===== src/rtl/mem_port_arbiter_pkg.sv =====
`default_nettype none
// ============================================================================
// Module   : mem_arb_pkg
// Purpose  : Shared state encoding and owner codes for the memory port arbiter.
// Revision : 1.0
// ============================================================================
package mem_arb_pkg;

    typedef enum logic [1:0] {
        IDLE = 2'd0,
        REQ  = 2'd1,
        WAIT = 2'd2
    } arb_state_t;

    localparam logic OWNER_IF  = 1'b0;
    localparam logic OWNER_LSU = 1'b1;

endpackage
`default_nettype wire


===== src/rtl/mem_port_arbiter_if.sv =====
`default_nettype none
// ============================================================================
// Module   : mem_port_arbiter_if
// Purpose  : Requester, response and memory-side signals of the port arbiter.
// Revision : 1.0
// ============================================================================
interface mem_port_arbiter_if #(
    parameter int ADDR_W = 32,
    parameter int DATA_W = 32
);
    logic              i_req0;
    logic [ADDR_W-1:0] i_addr0;
    logic              o_gnt0;
    logic              o_rvalid0;
    logic              i_req1;
    logic [ADDR_W-1:0] i_addr1;
    logic              i_we1;
    logic [DATA_W-1:0] i_wdata1;
    logic              o_gnt1;
    logic              o_rvalid1;
    logic [DATA_W-1:0] o_rdata;
    logic              o_err;
    logic              o_busy;
    logic              o_mem_req;
    logic [ADDR_W-1:0] o_mem_addr;
    logic              o_mem_we;
    logic [DATA_W-1:0] o_mem_wdata;
    logic              i_mem_gnt;
    logic              i_mem_rvalid;
    logic [DATA_W-1:0] i_mem_rdata;

    // Arbiter side
    modport slave (
        input  i_req0, i_addr0, i_req1, i_addr1, i_we1, i_wdata1,
        input  i_mem_gnt, i_mem_rvalid, i_mem_rdata,
        output o_gnt0, o_rvalid0, o_gnt1, o_rvalid1, o_rdata, o_err, o_busy,
        output o_mem_req, o_mem_addr, o_mem_we, o_mem_wdata
    );

    // Requester / memory environment side
    modport master (
        output i_req0, i_addr0, i_req1, i_addr1, i_we1, i_wdata1,
        output i_mem_gnt, i_mem_rvalid, i_mem_rdata,
        input  o_gnt0, o_rvalid0, o_gnt1, o_rvalid1, o_rdata, o_err, o_busy,
        input  o_mem_req, o_mem_addr, o_mem_we, o_mem_wdata
    );
endinterface
`default_nettype wire


===== src/rtl/mux_2to1_nbit.sv =====
`default_nettype none
// ============================================================================
// Module   : mux_2to1_nbit
// Purpose  : N-bit two-input multiplexer, i_sel=1 selects i_d1.
// Revision : 1.0
// ============================================================================
module mux_2to1_nbit #(
    parameter int N = 1
) (
    input  logic [N-1:0] i_d0,
    input  logic [N-1:0] i_d1,
    input  logic         i_sel,
    output logic [N-1:0] o_y
);
    assign o_y = i_sel ? i_d1 : i_d0;
endmodule
`default_nettype wire


===== src/rtl/mem_port_arbiter.sv =====
`default_nettype none
// ============================================================================
// Module   : mem_port_arbiter
// Purpose  : Shares one memory port between IF (req 0) and LSU (req 1), one
//            transaction in flight. Build option ARB_RR_EN: round-robin tie
//            break; otherwise fixed priority with the LSU winning ties.
// Revision : 1.0
// ============================================================================
module mem_port_arbiter
    import mem_arb_pkg::*;
#(
    parameter int ADDR_W  = 32,
    parameter int DATA_W  = 32,
    parameter int TIMEOUT = 255
) (
    input  logic               i_clk,
    input  logic               i_reset,
    mem_port_arbiter_if.slave  bus
);
    localparam int CNT_W = $clog2(TIMEOUT + 1);
    localparam logic [CNT_W-1:0] c_cnt_last = CNT_W'(TIMEOUT - 1);
    localparam logic [CNT_W-1:0] c_cnt_max  = {CNT_W{1'b1}};

    arb_state_t         r_state, w_state_next;
    logic               r_owner, w_owner_next;
    logic               r_last_owner, w_last_owner_next;
    logic [CNT_W-1:0]   r_cnt, w_cnt_next;

    logic               w_tie_winner, w_winner;
    logic               w_in_req, w_in_wait;
    logic               w_complete, w_timeout, w_grant, w_resp;
    logic [ADDR_W-1:0]  w_mux_addr;
    logic [DATA_W:0]    w_mux_wr;

`ifdef ARB_RR_EN
    assign w_tie_winner = ~r_last_owner;
`else
    assign w_tie_winner = OWNER_LSU;
`endif

    assign w_winner = (bus.i_req0 && bus.i_req1) ? w_tie_winner
                    : (bus.i_req1 ? OWNER_LSU : OWNER_IF);

    assign w_in_req  = (r_state == REQ);
    assign w_in_wait = (r_state == WAIT);

    // A response only counts in WAIT, or in REQ alongside the grant.
    assign w_complete = bus.i_mem_rvalid &&
                        (w_in_wait || (w_in_req && bus.i_mem_gnt));
    assign w_timeout  = w_in_wait && !bus.i_mem_rvalid && (r_cnt == c_cnt_last);

    always_ff @(posedge i_clk) begin
        if (i_reset) begin
            r_state      <= IDLE;
            r_owner      <= OWNER_IF;
            r_last_owner <= OWNER_LSU;
            r_cnt        <= '0;
        end else begin
            r_state      <= w_state_next;
            r_owner      <= w_owner_next;
            r_last_owner <= w_last_owner_next;
            r_cnt        <= w_cnt_next;
        end
    end

    always_comb begin
        w_state_next      = r_state;
        w_owner_next      = r_owner;
        w_last_owner_next = r_last_owner;
        w_cnt_next        = r_cnt;
        case (r_state)
            IDLE: begin
                if (bus.i_req0 || bus.i_req1) begin
                    w_state_next = REQ;
                    w_owner_next = w_winner;
                end
            end
            REQ: begin
                if (bus.i_mem_gnt) begin
                    w_last_owner_next = r_owner;
                    w_cnt_next        = '0;
                    w_state_next      = bus.i_mem_rvalid ? IDLE : WAIT;
                end
            end
            WAIT: begin
                if (w_complete || w_timeout) begin
                    w_state_next = IDLE;
                end else if (r_cnt != c_cnt_max) begin
                    w_cnt_next = r_cnt + CNT_W'(1);
                end
            end
            default: w_state_next = IDLE;
        endcase
    end

    // Requester 0 is read-only, so its write-enable/data leg is tied low.
    mux_2to1_nbit #(.N(ADDR_W)) u_addr_mux (
        .i_d0  (bus.i_addr0),
        .i_d1  (bus.i_addr1),
        .i_sel (r_owner),
        .o_y   (w_mux_addr)
    );

    mux_2to1_nbit #(.N(DATA_W + 1)) u_wr_mux (
        .i_d0  ({(DATA_W + 1){1'b0}}),
        .i_d1  ({bus.i_we1, bus.i_wdata1}),
        .i_sel (r_owner),
        .o_y   (w_mux_wr)
    );

    // Outputs are held low while reset is asserted so an abandoned transaction
    // cannot leak a grant or response.
    assign w_grant = w_in_req && bus.i_mem_gnt && !i_reset;
    assign w_resp  = (w_complete || w_timeout) && !i_reset;

    assign bus.o_gnt0    = w_grant && (r_owner == OWNER_IF);
    assign bus.o_gnt1    = w_grant && (r_owner == OWNER_LSU);
    assign bus.o_rvalid0 = w_resp && (r_owner == OWNER_IF);
    assign bus.o_rvalid1 = w_resp && (r_owner == OWNER_LSU);
    assign bus.o_err     = w_timeout && !i_reset;
    assign bus.o_rdata   = (w_complete && !i_reset) ? bus.i_mem_rdata : '0;
    assign bus.o_busy    = (r_state != IDLE) && !i_reset;

    assign bus.o_mem_req   = w_in_req && !i_reset;
    assign bus.o_mem_addr  = bus.o_mem_req ? w_mux_addr : '0;
    assign bus.o_mem_we    = bus.o_mem_req ? w_mux_wr[DATA_W] : 1'b0;
    assign bus.o_mem_wdata = bus.o_mem_req ? w_mux_wr[DATA_W-1:0] : '0;

endmodule
`default_nettype wire


===== src/flat_wrapper.sv =====
// flat-port wrapper written by rule: the top's interface ports become plain ports
module mem_port_arbiter_flat import mem_arb_pkg::*;
#(
    parameter int ADDR_W  = 32,
    parameter int DATA_W  = 32,
    parameter int TIMEOUT = 255
)
  (i_clk, i_reset, bus_i_req0, bus_i_addr0, bus_i_req1, bus_i_addr1, bus_i_we1, bus_i_wdata1, bus_i_mem_gnt, bus_i_mem_rvalid, bus_i_mem_rdata, bus_o_gnt0, bus_o_rvalid0, bus_o_gnt1, bus_o_rvalid1, bus_o_rdata, bus_o_err, bus_o_busy, bus_o_mem_req, bus_o_mem_addr, bus_o_mem_we, bus_o_mem_wdata);
  mem_port_arbiter_if #(.ADDR_W(ADDR_W), .DATA_W(DATA_W)) bus_i ();
  input  logic i_clk;
  input  logic i_reset;
  input wire logic [$bits(bus_i.i_req0)-1:0] bus_i_req0;
  input wire logic [$bits(bus_i.i_addr0)-1:0] bus_i_addr0;
  input wire logic [$bits(bus_i.i_req1)-1:0] bus_i_req1;
  input wire logic [$bits(bus_i.i_addr1)-1:0] bus_i_addr1;
  input wire logic [$bits(bus_i.i_we1)-1:0] bus_i_we1;
  input wire logic [$bits(bus_i.i_wdata1)-1:0] bus_i_wdata1;
  input wire logic [$bits(bus_i.i_mem_gnt)-1:0] bus_i_mem_gnt;
  input wire logic [$bits(bus_i.i_mem_rvalid)-1:0] bus_i_mem_rvalid;
  input wire logic [$bits(bus_i.i_mem_rdata)-1:0] bus_i_mem_rdata;
  output wire logic [$bits(bus_i.o_gnt0)-1:0] bus_o_gnt0;
  output wire logic [$bits(bus_i.o_rvalid0)-1:0] bus_o_rvalid0;
  output wire logic [$bits(bus_i.o_gnt1)-1:0] bus_o_gnt1;
  output wire logic [$bits(bus_i.o_rvalid1)-1:0] bus_o_rvalid1;
  output wire logic [$bits(bus_i.o_rdata)-1:0] bus_o_rdata;
  output wire logic [$bits(bus_i.o_err)-1:0] bus_o_err;
  output wire logic [$bits(bus_i.o_busy)-1:0] bus_o_busy;
  output wire logic [$bits(bus_i.o_mem_req)-1:0] bus_o_mem_req;
  output wire logic [$bits(bus_i.o_mem_addr)-1:0] bus_o_mem_addr;
  output wire logic [$bits(bus_i.o_mem_we)-1:0] bus_o_mem_we;
  output wire logic [$bits(bus_i.o_mem_wdata)-1:0] bus_o_mem_wdata;
  assign bus_i.i_req0 = bus_i_req0;
  assign bus_i.i_addr0 = bus_i_addr0;
  assign bus_i.i_req1 = bus_i_req1;
  assign bus_i.i_addr1 = bus_i_addr1;
  assign bus_i.i_we1 = bus_i_we1;
  assign bus_i.i_wdata1 = bus_i_wdata1;
  assign bus_i.i_mem_gnt = bus_i_mem_gnt;
  assign bus_i.i_mem_rvalid = bus_i_mem_rvalid;
  assign bus_i.i_mem_rdata = bus_i_mem_rdata;
  assign bus_o_gnt0 = bus_i.o_gnt0;
  assign bus_o_rvalid0 = bus_i.o_rvalid0;
  assign bus_o_gnt1 = bus_i.o_gnt1;
  assign bus_o_rvalid1 = bus_i.o_rvalid1;
  assign bus_o_rdata = bus_i.o_rdata;
  assign bus_o_err = bus_i.o_err;
  assign bus_o_busy = bus_i.o_busy;
  assign bus_o_mem_req = bus_i.o_mem_req;
  assign bus_o_mem_addr = bus_i.o_mem_addr;
  assign bus_o_mem_we = bus_i.o_mem_we;
  assign bus_o_mem_wdata = bus_i.o_mem_wdata;
  mem_port_arbiter #(.ADDR_W(ADDR_W), .DATA_W(DATA_W), .TIMEOUT(TIMEOUT)) u_core (.i_clk(i_clk), .i_reset(i_reset), .bus(bus_i));
endmodule

===== config.mk =====
export PLATFORM = sky130hd
export DESIGN_NAME = mem_port_arbiter_flat
export DESIGN_NICKNAME = d
export VERILOG_FILES = /design/src/rtl/mem_port_arbiter_pkg.sv /design/src/rtl/mem_port_arbiter_if.sv /design/src/rtl/mux_2to1_nbit.sv /design/src/rtl/mem_port_arbiter.sv /design/src/flat_wrapper.sv
export SDC_FILE = /design/constraint.sdc
export NUM_CORES = 1
export LEC_CHECK = 0
export ABC_AREA = 1
export CAP_MARGIN = 10
export CELL_PAD_IN_SITES_DETAIL_PLACEMENT = 0
export CELL_PAD_IN_SITES_GLOBAL_PLACEMENT = 1
export CORE_MARGIN = 5
export CORE_UTILIZATION = 13
export DETAILED_ROUTE_END_ITERATION = 8
export GPL_TIMING_DRIVEN = 0
export HOLD_SLACK_MARGIN = 0.02
export PLACE_DENSITY = 0.87
export SLEW_MARGIN = 30
export SYNTH_ARGS = -nofsm -noshare
export SYNTH_HDL_FRONTEND = slang
export SYNTH_SLANG_ARGS = --single-unit

===== constraint.sdc =====
create_clock -name i_clk -period 1.7 [get_ports i_clk]
set_input_delay 0.17 -clock i_clk [delete_from_list [all_inputs] [get_ports i_clk]]
set_output_delay 0.17 -clock i_clk [all_outputs]
set_load 0.02 [all_outputs]

==> results of run 1 <==
## where the power goes
part	internal (mW)	switching [mW]	total, mW
Clock	0.316	0.125	0.440
Combinational	0.500	0.471	0.971
Sequential	0.277	0.0223	0.299
## layout make-up
| type | instances | area [sq um] | share of cell area (%) |
|---|---|---|---|
| Buffer | 23 | 231.5 | 4.859 |
| Timing Repair Buffer | 244 | 2222 | 46.65 |
| Inverter | 52 | 206.4 | 4.334 |
| Clock buffer | 4 | 78.83 | 1.655 |
| Multi-Input combinational cell | 287 | 1568 | 32.91 |
| Tap cell | 176 | 220.2 | 4.623 |
| Sequential cell | 11 | 236.5 | 4.965 |
## layout by cell type (no fill, tap or decap), drive strengths merged
cell type      instances
ha                     2
clkdlybuf4s15          1
nor3                   2
clkinv                 1
nand4                  2
a21oi                 39
dlygate4sd2            1
nor2                  91
dlymetal6s2s           1
or2                    1
buf                  119
dfxtp                 11
clkdlybuf4s50        133
inv                   51
o21ai                  4
o21bai                 2
nand2                127
nor4                   1
nand3                 16
clkbuf                16
## registers in the layout, summed over array words and instances, names as in the netlist
register	flops
u_core.r_owner	1
u_core.r_state	2
u_core.r_cnt	8
## what timing repair did
action,CTS,global route
hold endpoints to repair,0,0
pin swaps,4,7
gates resized for setup,470,205
cloned,0,3
endpoints found under the setup margin,103,90
setup buffers,0,4
## metal layers
layer  GRT usage [%]  share of wire, %  vias to the layer above
li1                -                 -                     1615
met1           15.00                39                     1408
met2           21.43                50                      142
met3           3.133               8.6                       13
met4           3.061               1.7                        0
met5               0                 0                        -
## metrics by stage
step / setup slack [ns] / hold WS (ns)
CTS: -0.04796 / 0.2659
finish: -0.008608 / 0.2623
floorplan: 0.04569 / 0.3175
global placement: -0.7734 / 0.4948
detailed placement: -0.7539 / 0.4980
global route: -0.09532 / 0.2983
## worst max-delay path by stage
stage                         start             to  slack [ns]
finish              u_core.r_cnt[0]  bus_o_rvalid1      -0.009
floorplan           u_core.r_cnt[0]  bus_o_rvalid0        0.05
global route        u_core.r_cnt[0]  bus_o_rvalid1        -0.1
CTS                 u_core.r_cnt[4]  bus_o_rvalid1       -0.05
detailed placement    bus_i_mem_gnt  bus_o_rvalid1       -0.75
global placement      bus_i_mem_gnt  bus_o_rvalid1       -0.77
## critical path: cells and delay by family, from the launching register on
family | cells | cell delay (ns)
fa+ha+maj | 1 | 0.13
buf+inv | 2 | 0.20
flops | 1 | 0.34
simple gates | 4 | 0.62
## cells by family (layout without fill, tap and decap cells)
kind of cell             after synthesis  count (layout)  share of synthesized area [%]
AO/OA/AOI/OAI                         45              45                          14.10
buffers and inverters                 75             323                          17.12
AND/OR/NAND/NOR                      240             240                          54.68
flip-flops                            11              11                          12.66
adder cells (fa/ha/maj)                2               2                          1.439
==> flow_summary.yaml, run 1 <==
floorplan:
  num_io_pins: 239
  coreArea_sq_um: 13190
  die_w_microns: 125.7
  num_rows: 42
  die-area_sq_um: 15790
  die_h_microns: 125.7
  start_util_pct: 13.19
clock_network:
  cts_tree: "built"
  clk_latency_ns: 0.25
  cts_hold_buffers: 0
  clkSinkCount: 11
  path_clk_slew_ns: 0.05
  htree_levels: 1
  cts_root_buf: "clkbuf_16"
  max-clock-path-buffers: 2
  cts_buffers: 3
synth:
  synth_nets: 510
  ys_ff_latch: 11
  synth_top_area_share_pct: 26.55
  synth.distinct_cells: 23
  syn_avg_cell_area_sq_um: 4.663
  yosysWarnings: 0
  async_reset_ff_share_pct: 0
  ys_seq_area_share_pct: 12.66
  synth_edf_count: 0
  syn_inst: 373
  synth.most_common_cell: "nand2_1"
  ys_top_cells_by_area: "nand2_1, nor2_1, dfxtp_1, a21oi_1, inv_1"
  syn-cell-area_sq_um: 1739
  synthTopCellsByCount: "nand2_1, nor2_1, inv_1"
  synthFlopType: "dfxtp_1"
  yosysTopAreaCell: "nand2_1"
sta:
  max_freq_mhz: 585.3
  hold_viol_final: 0
  drv_slew: 0
  tns_ns: -0.008608
  timing.final.crit_share_pct: 100.5
  worstMarginPinSlew_ns: 0.3451
  setup_viol: 1
  slew_headroom_pct: 76.94
  layout_min_cycle_time_ns: 1.709
  worst_slack_ns: -0.008608
  rsz0062_at_grt: "true"
  clock_skew_ns: 0.008752
drt:
  dr.pass1.iters: 4
  wirelength_microns: 11010
  viasPerCell: 3.987
  vias: 3178
  drtAntennaViolNets: 0
  remaining_drc_errors: 0
  wl_per_cell_microns: 13.81
  drt_iter0_markers: 116
critical_path:
  crit_slowest_cell: "dfxtp_4"
  worstSetupPathType: "flip-flop to primary output"
  cp.required_ns: 1.53
  crit_path_cell_trace: "inv_4, ha_4, nand3_4, nor4_4, nor2_2, nor2_2, buf_6"
  crit_arrival_ns: 1.54
  cp-end-kind: "primary output"
  crit_top_cell: "nor2_2"
  r2r-end: "u_core.r_cnt[5]"
  worstPathMaxFanout: 2
  timing.rr.start: "u_core.r_cnt[0]"
  reg2reg_slack_ns: 0.06
  reg2reg_depth: 9
  start_kind: "flip-flop"
  critPathMaxStageDelay_ns: 0.34
placed_design:
  gp_congestion: 0.8332
  dp_cells: 786
  postPlaceCellArea_sq_um: 4349
  place_hpwl_microns: 8953
  port_buffers: 237
cells_and_area:
  final.fill_count: 1452
  final_area_sq_um: 4763
  syn2layout_area_growth_pct: 173.9
  final_cell_count_no_fill: 797
  drive_gt1_share_pct: 34.94
  antenna_cells: 0
  fin_nets: 759
  fin_util_pct: 36.11
global_routing:
  grt_pass1_wl_microns: 15990
  antenna_found_initial: 0
  grt_max_degree: 11
  track_usage_pct: 12.25
  grt_overflow: 0
  grt_pass1_vias: 2956
power_and_ir_drop:
  p_leak_nw: 2.172
  p_per_area_nw_per_um2: 359.2
  p_total_mw: 1.711
  vdd_drop_max_v: 0.0002516
hold_path:
  hp-class: "input pin to flip-flop"
  hold_depth: 2
  min_to: "u_core.r_cnt[4]"
  min_from: "i_reset"
status:
  outcome: "complete, but fails checks"
  violations: "negative setup slack"
run:
  drv_cap: 0
No activity file was read; power rests on OpenSTA's default activity.
==> inputs of run 2 (changes only) <==
--- a/config.mk
+++ b/config.mk
@@ -15,7 +15,7 @@
 export GPL_TIMING_DRIVEN = 0
 export HOLD_SLACK_MARGIN = 0.02
 export PLACE_DENSITY = 0.87
-export SLEW_MARGIN = 30
+export SLEW_MARGIN = 10
 export SYNTH_ARGS = -nofsm -noshare
 export SYNTH_HDL_FRONTEND = slang
 export SYNTH_SLANG_ARGS = --single-unit
==> results of run 2 <==
Final layout, timing and power as in run 1 (identical DEF).
==> inputs of run 3 (changes only) <==
--- a/config.mk
+++ b/config.mk
@@ -11,6 +11,7 @@
 export CELL_PAD_IN_SITES_GLOBAL_PLACEMENT = 1
 export CORE_MARGIN = 5
 export CORE_UTILIZATION = 13
+export CTS_CLUSTER_DIAMETER = 50
 export DETAILED_ROUTE_END_ITERATION = 8
 export GPL_TIMING_DRIVEN = 0
 export HOLD_SLACK_MARGIN = 0.02
==> results of run 3 <==
Final layout, timing and power as in run 1 (identical DEF).
